<file path="config.mk">
export PLATFORM = sky130hd
export DESIGN_NAME = fetch_unit_flat
export DESIGN_NICKNAME = d
export VERILOG_FILES = /design/src/rtl/fetch_unit_pkg.sv /design/src/rtl/fetch_unit_if.sv /design/src/rtl/fetch_pc.sv /design/src/rtl/fetch_unit.sv /design/src/flat_wrapper.sv
export SDC_FILE = /design/constraint.sdc
export NUM_CORES = 1
export LEC_CHECK = 0
export CAP_MARGIN = 30
export CORE_ASPECT_RATIO = 0.9
export CORE_MARGIN = 8
export CORE_UTILIZATION = 41
export CTS_CLUSTER_DIAMETER = 150
export CTS_CLUSTER_SIZE = 20
export DETAILED_ROUTE_END_ITERATION = 10
export PLACE_DENSITY = 0.79
export REMOVE_ABC_BUFFERS = 1
export SYNTH_ARGS = -nofsm -noshare
export SYNTH_HDL_FRONTEND = slang
export SYNTH_SLANG_ARGS = --single-unit
</file>
<file path="constraint.sdc">
create_clock -name clk_i -period 1.7 [get_ports clk_i]
set_input_delay 0.17 -clock clk_i [delete_from_list [all_inputs] [get_ports clk_i]]
set_output_delay 0.17 -clock clk_i [all_outputs]
set_load 0.005 [all_outputs]
</file>
<file path="src/rtl/fetch_unit_pkg.sv">
// Shared constants for the fetch stage: state encoding, NOP opcode,
// instruction field positions and default widths.
package fetch_unit_pkg;

    localparam int DEF_ADDR_W  = 8;
    localparam int DEF_INSTR_W = 16;

    localparam logic [3:0] OP_NOP = 4'h0;

    localparam int OPC_MSB = 15;
    localparam int OPC_LSB = 12;
    localparam int REG_MSB = 11;
    localparam int REG_LSB = 8;
    localparam int IMM_MSB = 7;
    localparam int IMM_LSB = 0;

    typedef logic [0:0] state_t;
    localparam state_t S_REQ  = 1'b0;
    localparam state_t S_EXEC = 1'b1;

endpackage

</file>
<file path="src/rtl/fetch_unit_if.sv">
// Program-memory req/ack fetch interface; master is the fetch unit.
interface fetch_unit_if #(
    parameter int ADDR_W  = 8,
    parameter int INSTR_W = 16
);
    logic               req;
    logic [ADDR_W-1:0]  addr;
    logic               ack;
    logic [INSTR_W-1:0] data;

    modport master (output req, output addr, input ack, input data);
    modport slave  (input req, input addr, output ack, output data);
endinterface

</file>
<file path="src/rtl/fetch_pc.sv">
// Program counter: reset value, jump load, wrapping increment, hold.
module fetch_pc #(
    parameter int                ADDR_W   = 8,
    parameter logic [ADDR_W-1:0] RESET_PC = '0
) (
    input  logic              clk_i,
    input  logic              rst_n_i,
    input  logic              i_advance,
    input  logic              i_load,
    input  logic [ADDR_W-1:0] i_load_addr,
    output logic [ADDR_W-1:0] o_pc
);

    logic [ADDR_W-1:0] r_pc;

    always_ff @(posedge clk_i or negedge rst_n_i) begin
        if (!rst_n_i) begin
            r_pc <= RESET_PC;
        end else if (i_advance) begin
            r_pc <= i_load ? i_load_addr : r_pc + 1'b1;
        end
    end

    assign o_pc = r_pc;

endmodule

</file>
<file path="src/rtl/fetch_unit.sv">
// Instruction fetch stage: FSM, instruction register and PC update.
// Optional stall-cycle counter enabled by the FETCH_STALL_CNT_EN macro.
module fetch_unit
    import fetch_unit_pkg::*;
#(
    parameter int                ADDR_W   = DEF_ADDR_W,
    parameter int                INSTR_W  = DEF_INSTR_W,
    parameter logic [ADDR_W-1:0] RESET_PC = '0
) (
    input  logic              clk_i,
    input  logic              rst_n_i,
    fetch_unit_if.master      imem,
    input  logic              stall_i,
    input  logic              en_jmp_i,
    input  logic [ADDR_W-1:0] jmp_addr_i,
    output logic              instr_valid_o,
    output logic [3:0]        opcode_o,
    output logic [3:0]        reg_o,
    output logic [7:0]        imm_o,
    output logic [ADDR_W-1:0] pc_o
`ifdef FETCH_STALL_CNT_EN
   ,output logic [15:0]       stall_cnt_o
`endif
);

    state_t             r_state;
    logic [INSTR_W-1:0] r_ir;
    logic               w_exec;
    logic               w_advance;
    logic [ADDR_W-1:0]  w_pc;

    assign w_exec    = (r_state == S_EXEC);
    assign w_advance = w_exec && !stall_i;

    always_ff @(posedge clk_i or negedge rst_n_i) begin
        if (!rst_n_i) begin
            r_state <= S_REQ;
            r_ir    <= '0;
        end else begin
            case (r_state)
                S_REQ: begin
                    if (imem.ack) begin
                        r_ir    <= imem.data;
                        r_state <= S_EXEC;
                    end
                end
                default: begin
                    if (!stall_i) begin
                        r_state <= S_REQ;
                    end
                end
            endcase
        end
    end

    fetch_pc #(
        .ADDR_W   (ADDR_W),
        .RESET_PC (RESET_PC)
    ) u_pc (
        .clk_i       (clk_i),
        .rst_n_i     (rst_n_i),
        .i_advance   (w_advance),
        .i_load      (en_jmp_i),
        .i_load_addr (jmp_addr_i),
        .o_pc        (w_pc)
    );

    assign imem.req  = !w_exec;
    assign imem.addr = w_pc;
    assign pc_o      = w_pc;

    // Outside execute the controller must see a NOP with zeroed fields
    assign instr_valid_o = w_exec;
    assign opcode_o      = w_exec ? r_ir[OPC_MSB:OPC_LSB] : OP_NOP;
    assign reg_o         = w_exec ? r_ir[REG_MSB:REG_LSB] : 4'h0;
    assign imm_o         = w_exec ? r_ir[IMM_MSB:IMM_LSB] : 8'h00;

`ifdef FETCH_STALL_CNT_EN
    logic [15:0] r_stall_cnt;
    logic        w_cnt_inc;

    assign w_cnt_inc = w_exec ? stall_i : !imem.ack;

    always_ff @(posedge clk_i or negedge rst_n_i) begin
        if (!rst_n_i) begin
            r_stall_cnt <= '0;
        end else if (w_cnt_inc && (r_stall_cnt != 16'hFFFF)) begin
            r_stall_cnt <= r_stall_cnt + 16'd1;
        end
    end

    assign stall_cnt_o = r_stall_cnt;
`endif

endmodule

</file>
<file path="src/flat_wrapper.sv">
// flat-port wrapper written by rule: the top's interface ports become plain ports
module fetch_unit_flat import fetch_unit_pkg::*;
#(
    parameter int                ADDR_W   = DEF_ADDR_W,
    parameter int                INSTR_W  = DEF_INSTR_W,
    parameter logic [ADDR_W-1:0] RESET_PC = '0
)
  (clk_i, rst_n_i, stall_i, en_jmp_i, jmp_addr_i, instr_valid_o, opcode_o, reg_o, imm_o, pc_o, imem_req, imem_addr, imem_ack, imem_data);
  fetch_unit_if #(.ADDR_W(ADDR_W), .INSTR_W(INSTR_W)) imem_i ();
  input  logic clk_i;
  input  logic rst_n_i;
  input  logic stall_i;
  input  logic en_jmp_i;
  input  logic [ADDR_W-1:0] jmp_addr_i;
  output logic instr_valid_o;
  output logic [3:0] opcode_o;
  output logic [3:0] reg_o;
  output logic [7:0] imm_o;
  output logic [ADDR_W-1:0] pc_o;
  output wire logic [$bits(imem_i.req)-1:0] imem_req;
  output wire logic [$bits(imem_i.addr)-1:0] imem_addr;
  input wire logic [$bits(imem_i.ack)-1:0] imem_ack;
  input wire logic [$bits(imem_i.data)-1:0] imem_data;
  assign imem_req = imem_i.req;
  assign imem_addr = imem_i.addr;
  assign imem_i.ack = imem_ack;
  assign imem_i.data = imem_data;
  fetch_unit #(.ADDR_W(ADDR_W), .INSTR_W(INSTR_W), .RESET_PC(RESET_PC)) u_core (.clk_i(clk_i), .rst_n_i(rst_n_i), .imem(imem_i), .stall_i(stall_i), .en_jmp_i(en_jmp_i), .jmp_addr_i(jmp_addr_i), .instr_valid_o(instr_valid_o), .opcode_o(opcode_o), .reg_o(reg_o), .imm_o(imm_o), .pc_o(pc_o));
endmodule
</file>
==> results_dict.tcl, run 1 <==
set metrics [dict create \
    status "completed" \
    power.net_switching_uw 591 \
    final.hold.worst_slack_ns 0.250 \
    multi_input_comb_area_sq_um 626 \
    layout_worst_path_cycle_share_pct 97.9 \
    category_of_the_worst_setup_path_launch_point "flip-flop" \
    required_ns 1.53 \
    clk_pin_slew_worst_paths_ns 0.09 \
    critPathKind "flip-flop to primary output" \
    post_synth_mux_area_share_pct 17.3 \
    track_usage_pct 12.4 \
    design.die.area_sq_mm 0.00548 \
    post-dp-hpwl_um 2700 \
    powerDensity_mw_per_mm2 1010 \
    totalWireLength_um 3520 \
    async_reset_ff_share_pct 100 \
    timing_worst_slew_pin_value_ns 0.389 \
    max_freq_mhz 601 \
    tritoncts.num_buffers 3 \
    rows 20 \
    setup.worst_path.end "imm_o[6]" \
    finalCriticalPeriod_ns 1.66 \
    power_frac_seq_pct 41.9 \
    cts_max_path_buffers 2 \
    timing_max_transition_violations_final 0 \
    ys.warnings.count 0 \
    synth-seq-area-share_pct 45.3 \
    cp-end-kind "primary output" \
    grt_pass1_vias 1129 \
    worst_path_max_delay_cell "sky130_fd_sc_hd__clkdlybuf4s50_1" \
    power_leakage_uw 0.000885 \
    delay_of_the_slowest_critical_path_stage_ns 0.53 \
    timing.max_cap.violations 0 \
    drt.antenna.violating_nets 0 \
    totalPowerFinal_uw 2060 \
    synth_compound_area_share_pct 8.61 \
    synthesized_area_divided_by_synthesized_cell_count_sq_um 11.2 \
    crit_path_max_delay_family "buffers and inverters" \
    p_comb_share_pct 41.0 \
    dominant_combinational_cell_family_by_area_after_synthesis "simple AND/OR/NAND/NOR gates" \
    avgViaCountPerCell 4.96 \
    syn_area_sq_mm 0.00138 \
    filler_cells_inserted 295 \
    leading_cell_type_in_the_layout_fill_and_taps_excluded "sky130_fd_sc_hd__clkdlybuf4s50_1" \
    ir_worst_vdd_mv 0.464 \
    first_pass_iteration_count_of_the_detailed_router 4 \
    post_synth_inst_count 123 \
    worstReg2RegEnd "u_core.r_ir[7]" \
    clockPowerShare_pct 17.1 \
    wire_per_inst_um 15.7 \
    first_pass_grt_wire_length_um 5590 \
    mostFrequentLayoutCells "sky130_fd_sc_hd__clkdlybuf4s50_1, sky130_fd_sc_hd__dfrtp_1, sky130_fd_sc_hd__and2_1" \
    synth-simple-area-share_pct 18.3 \
    grt_antenna_before_repair 0 \
    yosys-top-cells-area "sky130_fd_sc_hd__dfrtp_1, sky130_fd_sc_hd__mux2_4, sky130_fd_sc_hd__and2_1" \
    clock_sinks 25 \
    cts.htree.levels 1 \
    synthToLayoutAreaGrowth_pct 48.2 \
    gpl.final_weighted_congestion 0.780 \
    root_buffer "sky130_fd_sc_hd__clkbuf_8" \
    arrival_ns 1.49 \
    critical_path.startpoint "u_core.instr_valid_o" \
    power_report.internal_total_uw 1470 \
    path_depth 3 \
    totalNegativeSetupSlack_ns 0 \
    setup_slack_reg_to_reg_ns 0.29 \
    vias_post_dr 1111 \
    cp_max_fo 11 \
    chipHeight_um 71.0 \
    clock_skew_ns 0.00832 \
    swShare_pct 28.6 \
    floorplan.initialDensity_pct 41.8 \
    grt_max_degree 26 \
    combined_buffer_and_inverter_count_along_the_critical_path 2 \
    netlist_cell_types 38 \
    buffer_ports.inserted 62 \
    worstReg2RegStart "u_core.instr_valid_o" \
    die-width_um 77.2 \
    synth_top_cell_by_area "sky130_fd_sc_hd__dfrtp_1" \
    synth-main-ff-cell "sky130_fd_sc_hd__dfrtp_1" \
    slew_headroom_pct 74.0 \
    post_route_cells_drive_above_1_share_pct 16.7 \
    synth_top_area_share_pct 45.3 \
    drc_errors 0 \
    fp.coreArea_sq_mm 0.00330 \
    tritoncts "built" \
    io_pins 63 \
    timing.final.setup_violations 0 \
    adder_cell_fraction_of_synth_area_pct 0.907 \
    worstPathCellList "buf_4, and2_1, clkdlybuf4s50_1" \
    antenna_cells 0 \
    postSynthRegisterBits 25 \
    final-hold-violation-count 0 \
    clkLatencyLatePin_ns 0.27 \
    regArea_sq_um 627 \
    hold_class "input port to async pin" \
    share_of_the_synthesized_netlist_area_taken_by_xor_and_xnor_gates_pct 0 \
    reg2regPathDepth 4 \
    synth_edf_count 0 \
    grt_overflow_total 0 \
    drtIter0Drc 63 \
    nets 211 \
]
==> layer usage <==
metal	GRT usage (%)	routed length, um	vias to the layer above
met3	3.67	246	4
met5	0	0	-
li1	-	-	532
met1	13.5	1400	537
met2	21.8	1810	38
met4	5.23	63	0
==> flip-flops by register name, indices dropped and copies added (netlist names) <==
signal and count:
u_core.instr_valid_o 1, u_core.u_pc.o_pc 8, u_core.r_ir 16
==> worst min-delay path by stage <==
stage / to / slack [ns]
after floorplan: u_core.instr_valid_o / -0.13
after global placement: u_core.r_ir[10] / 0.48
after detailed placement: u_core.r_ir[8] / 0.49
after CTS: u_core.r_ir[1] / 0.27
after global routing: u_core.r_ir[1] / 0.28
final: u_core.r_ir[1] / 0.25
==> cells by family after synthesis <==
logic type | count (synthesis)
buffers and inverters | 18
AOI/OAI and AO/OA | 19
DFF | 25
and+or+nand+nor | 42
adders and majority gates | 1
muxes | 18
==> Yosys cell counts, types with 2 or more instances <==
cell	number
sky130_fd_sc_hd__a21oi_1	4
sky130_fd_sc_hd__and2_1	16
sky130_fd_sc_hd__and3_1	3
sky130_fd_sc_hd__buf_4	10
sky130_fd_sc_hd__dfrtp_1	25
sky130_fd_sc_hd__inv_1	3
sky130_fd_sc_hd__mux2_2	7
sky130_fd_sc_hd__mux2_4	10
sky130_fd_sc_hd__nand2_1	4
sky130_fd_sc_hd__nand4_1	2
sky130_fd_sc_hd__nor2_1	6
sky130_fd_sc_hd__nor2b_1	2
sky130_fd_sc_hd__o21ai_0	6
==> cell type report <==
type | count | area share (%)
clock inverters | 1 | 0.245
inverters | 3 | 0.550
well taps | 44 | 2.69
multi-input cells | 80 | 30.6
clock buffers | 3 | 2.02
flip-flops and latches | 25 | 30.6
repair buffers | 68 | 33.3
==> what timing repair did <==
action | CTS | global route
hold buffers | 0 | 0
endpoints found under the hold margin | 0 | 0
setup buffers | 0 | 2
cloned | 0 | 0
gates resized for setup | 1 | 1
setup endpoints to repair | 18 | 16
==> power groups by stage <==
stage	Sequential [uW]	Combinational, uW	Clock, uW
after floorplan	868	312	0
after global placement	879	810	0
after detailed placement	895	831	0
after CTS	883	836	363
after global routing	893	921	381
final	866	847	352
==> per-stage QoR <==
step	cells	instance area, sq um	utilization [%]	setup slack (ns)
6_report	224	2050	61.9	0.0355
4_1_cts	222	2030	61.4	-0.0411
5_1_grt	224	2050	61.9	-0.00914
3_5_place_dp	218	1980	60.0	0.0692
2_1_floorplan	108	1260	-	-0.405
3_3_place_gp	218	1980	60.0	0.175
Note: power is estimated with default switching activity, not from simulation.
==> inputs of run 2 (changes only) <==
--- a/config.mk
+++ b/config.mk
@@ -12,7 +12,7 @@
 export CTS_CLUSTER_DIAMETER = 150
 export CTS_CLUSTER_SIZE = 20
 export DETAILED_ROUTE_END_ITERATION = 10
-export PLACE_DENSITY = 0.79
+export PLACE_DENSITY_LB_ADDON = 0.08
 export REMOVE_ABC_BUFFERS = 1
 export SYNTH_ARGS = -nofsm -noshare
 export SYNTH_HDL_FRONTEND = slang
==> results_dict.tcl, run 2 (same netlist as run 1, synthesis figures left out) <==
set metrics [dict create \
    cp_max_fo 23 \
    grt_antenna_before_repair 0 \
    clk_pin_slew_worst_paths_ns 0.09 \
    crit_path_max_delay_family "flip-flops" \
    fp.coreArea_sq_mm 0.00330 \
    vias_post_dr 1068 \
    totalPowerFinal_uw 2050 \
    final-hold-violation-count 0 \
    status "completed" \
    combined_buffer_and_inverter_count_along_the_critical_path 1 \
    arrival_ns 1.50 \
    power_leakage_uw 0.000877 \
    nets 210 \
    clock_skew_ns 0.00374 \
    drc_errors 0 \
    grt_overflow_total 0 \
    required_ns 1.53 \
    worst_path_max_delay_cell "sky130_fd_sc_hd__dfrtp_4" \
    placement.cell_area_sq_mm 0.00199 \
    finished_cell_area_sq_mm 0.00204 \
    avgViaCountPerCell 4.79 \
    chipHeight_um 71.0 \
    root_buffer "sky130_fd_sc_hd__clkbuf_8" \
    delay_of_the_slowest_critical_path_stage_ns 0.55 \
    max_freq_mhz 600 \
    critPathKind "flip-flop to primary output" \
    finalCriticalPeriod_ns 1.67 \
    setup_ws_ns 0.0336 \
    timing_max_transition_violations_final 0 \
    buffer_ports.inserted 62 \
    grt_busiest_layer "met2" \
    rsz_0062_raised_after_global_routing "yes" \
    grt_util_met2_pct 20.4 \
    first_pass_grt_wire_length_um 5730 \
    cts_max_path_buffers 2 \
    antenna_cells 0 \
    synthToLayoutAreaGrowth_pct 47.8 \
    gpl.final_weighted_congestion 0.704 \
    wire_per_inst_um 15.3 \
    slew_headroom_pct 78.2 \
    largest_reg_flops 16 \
    die-width_um 77.2 \
    timing_worst_slew_pin_value_ns 0.327 \
    regMostFlops "u_core.r_ir" \
    worstPathCellList "and2_1, clkdlybuf4s50_1" \
    post-route-util_pct 61.7 \
    grt_pass1_vias 1194 \
    rows 20 \
    hold_class "input port to async pin" \
    cts.htree.levels 1 \
    multi_input_comb_area_sq_um 626 \
    layout_worst_path_cycle_share_pct 98.0 \
    floorplan.initialDensity_pct 41.8 \
    cp-end-kind "primary output" \
    regArea_sq_um 629 \
    totalWireLength_um 3420 \
    io_pins 63 \
    first_pass_iteration_count_of_the_detailed_router 4 \
    post_route_cells_drive_above_1_share_pct 15.6 \
    leading_cell_type_in_the_layout_fill_and_taps_excluded "sky130_fd_sc_hd__clkdlybuf4s50_1" \
    clock_sinks 25 \
    grt_use_met1_pct 14.9 \
    globalRouteMet3Util_pct 5.95 \
    tritoncts "built" \
    grt_max_degree 26 \
    final.hold.worst_slack_ns 0.272 \
    mostFrequentLayoutCells "sky130_fd_sc_hd__clkdlybuf4s50_1, sky130_fd_sc_hd__dfrtp_1, sky130_fd_sc_hd__and2_1" \
    design.die.area_sq_mm 0.00548 \
    category_of_the_worst_setup_path_launch_point "flip-flop" \
    post-dp-hpwl_um 2590 \
    track_usage_pct 12.5 \
    drtIter0Drc 35 \
    tritoncts.num_buffers 3 \
    timing.final.setup_violations 0 \
    post-place-ws_ns 0.103 \
    filler_cells_inserted 305 \
    clkLatencyLatePin_ns 0.26 \
    powerDensity_mw_per_mm2 1000 \
    drt.antenna.violating_nets 0 \
    ir_worst_vdd_mv 0.604 \
    timing.max_cap.violations 0 \
    post-cts-setup-buffers 0 \
]
==> run 2: changes by cell type in the layout (fill, tap and decap cells not counted) <==
| cell | delta |
|---|---|
| sky130_fd_sc_hd__clkbuf_1 | +1 |
| sky130_fd_sc_hd__dfrtp_4 | +1 |
| sky130_fd_sc_hd__clkbuf_4 | -1 |
| sky130_fd_sc_hd__dfrtp_2 | -1 |
| sky130_fd_sc_hd__clkinv_2 | -1 |
==> run 2: routing by layer <==
metal | wire length [um] | up-vias | share of wire, %
met5 | 0 | - | 0
met4 | 15 | 0 | 0.44
met3 | 280 | 2 | 8.2
met2 | 1550 | 35 | 45
met1 | 1570 | 504 | 46
li1 | - | 527 | -
==> run 2: area by class of cell <==
class                      instances  share of cell area [%]
clock buffer                       4                    2.21
inverter                           3                   0.552
sequential                        25                    30.9
multi-input combinational         80                    30.7
timing repair buffer              67                    33.0
tap                               44                    2.70
==> run 2: where the power goes <==
| group | switching [uW] | internal [uW] |
|---|---|---|
| Sequential | 147 | 738 |
| Clock | 182 | 167 |
| Combinational | 246 | 567 |
==> run 2: worst paths after layout <==
check                                           from              endpoint  slack (ns)  cells past startpoint
worst max-delay path            u_core.instr_valid_o              imm_o[0]        0.03                      2
worst min-delay path                         rst_n_i       u_core.r_ir[13]        0.27                      2
worst max register to register  u_core.instr_valid_o       u_core.r_ir[11]        0.18                      3
worst min register to register        u_core.r_ir[2]        u_core.r_ir[2]        0.51                      1
max in group asynchronous                    rst_n_i  u_core.instr_valid_o        1.16                      2
min in group clk_i                    u_core.r_ir[2]        u_core.r_ir[2]        0.51                      1
==> run 2: metrics by stage <==
| stage | cells | setup TNS [ns] |
|---|---|---|
| finish | 223 | 0 |
| global route | 223 | -0.137 |
| CTS | 223 | -0.0571 |
| detailed placement | 219 | 0 |
| global placement | 219 | 0 |
| floorplan | 108 | -5.90 |
==> run 2: repair_timing <==
item | 4_1_cts | 5_1_grt
setup endpoints to repair | 18 | 16
hold buffers | 0 | 0
gates resized for setup | 1 | 2
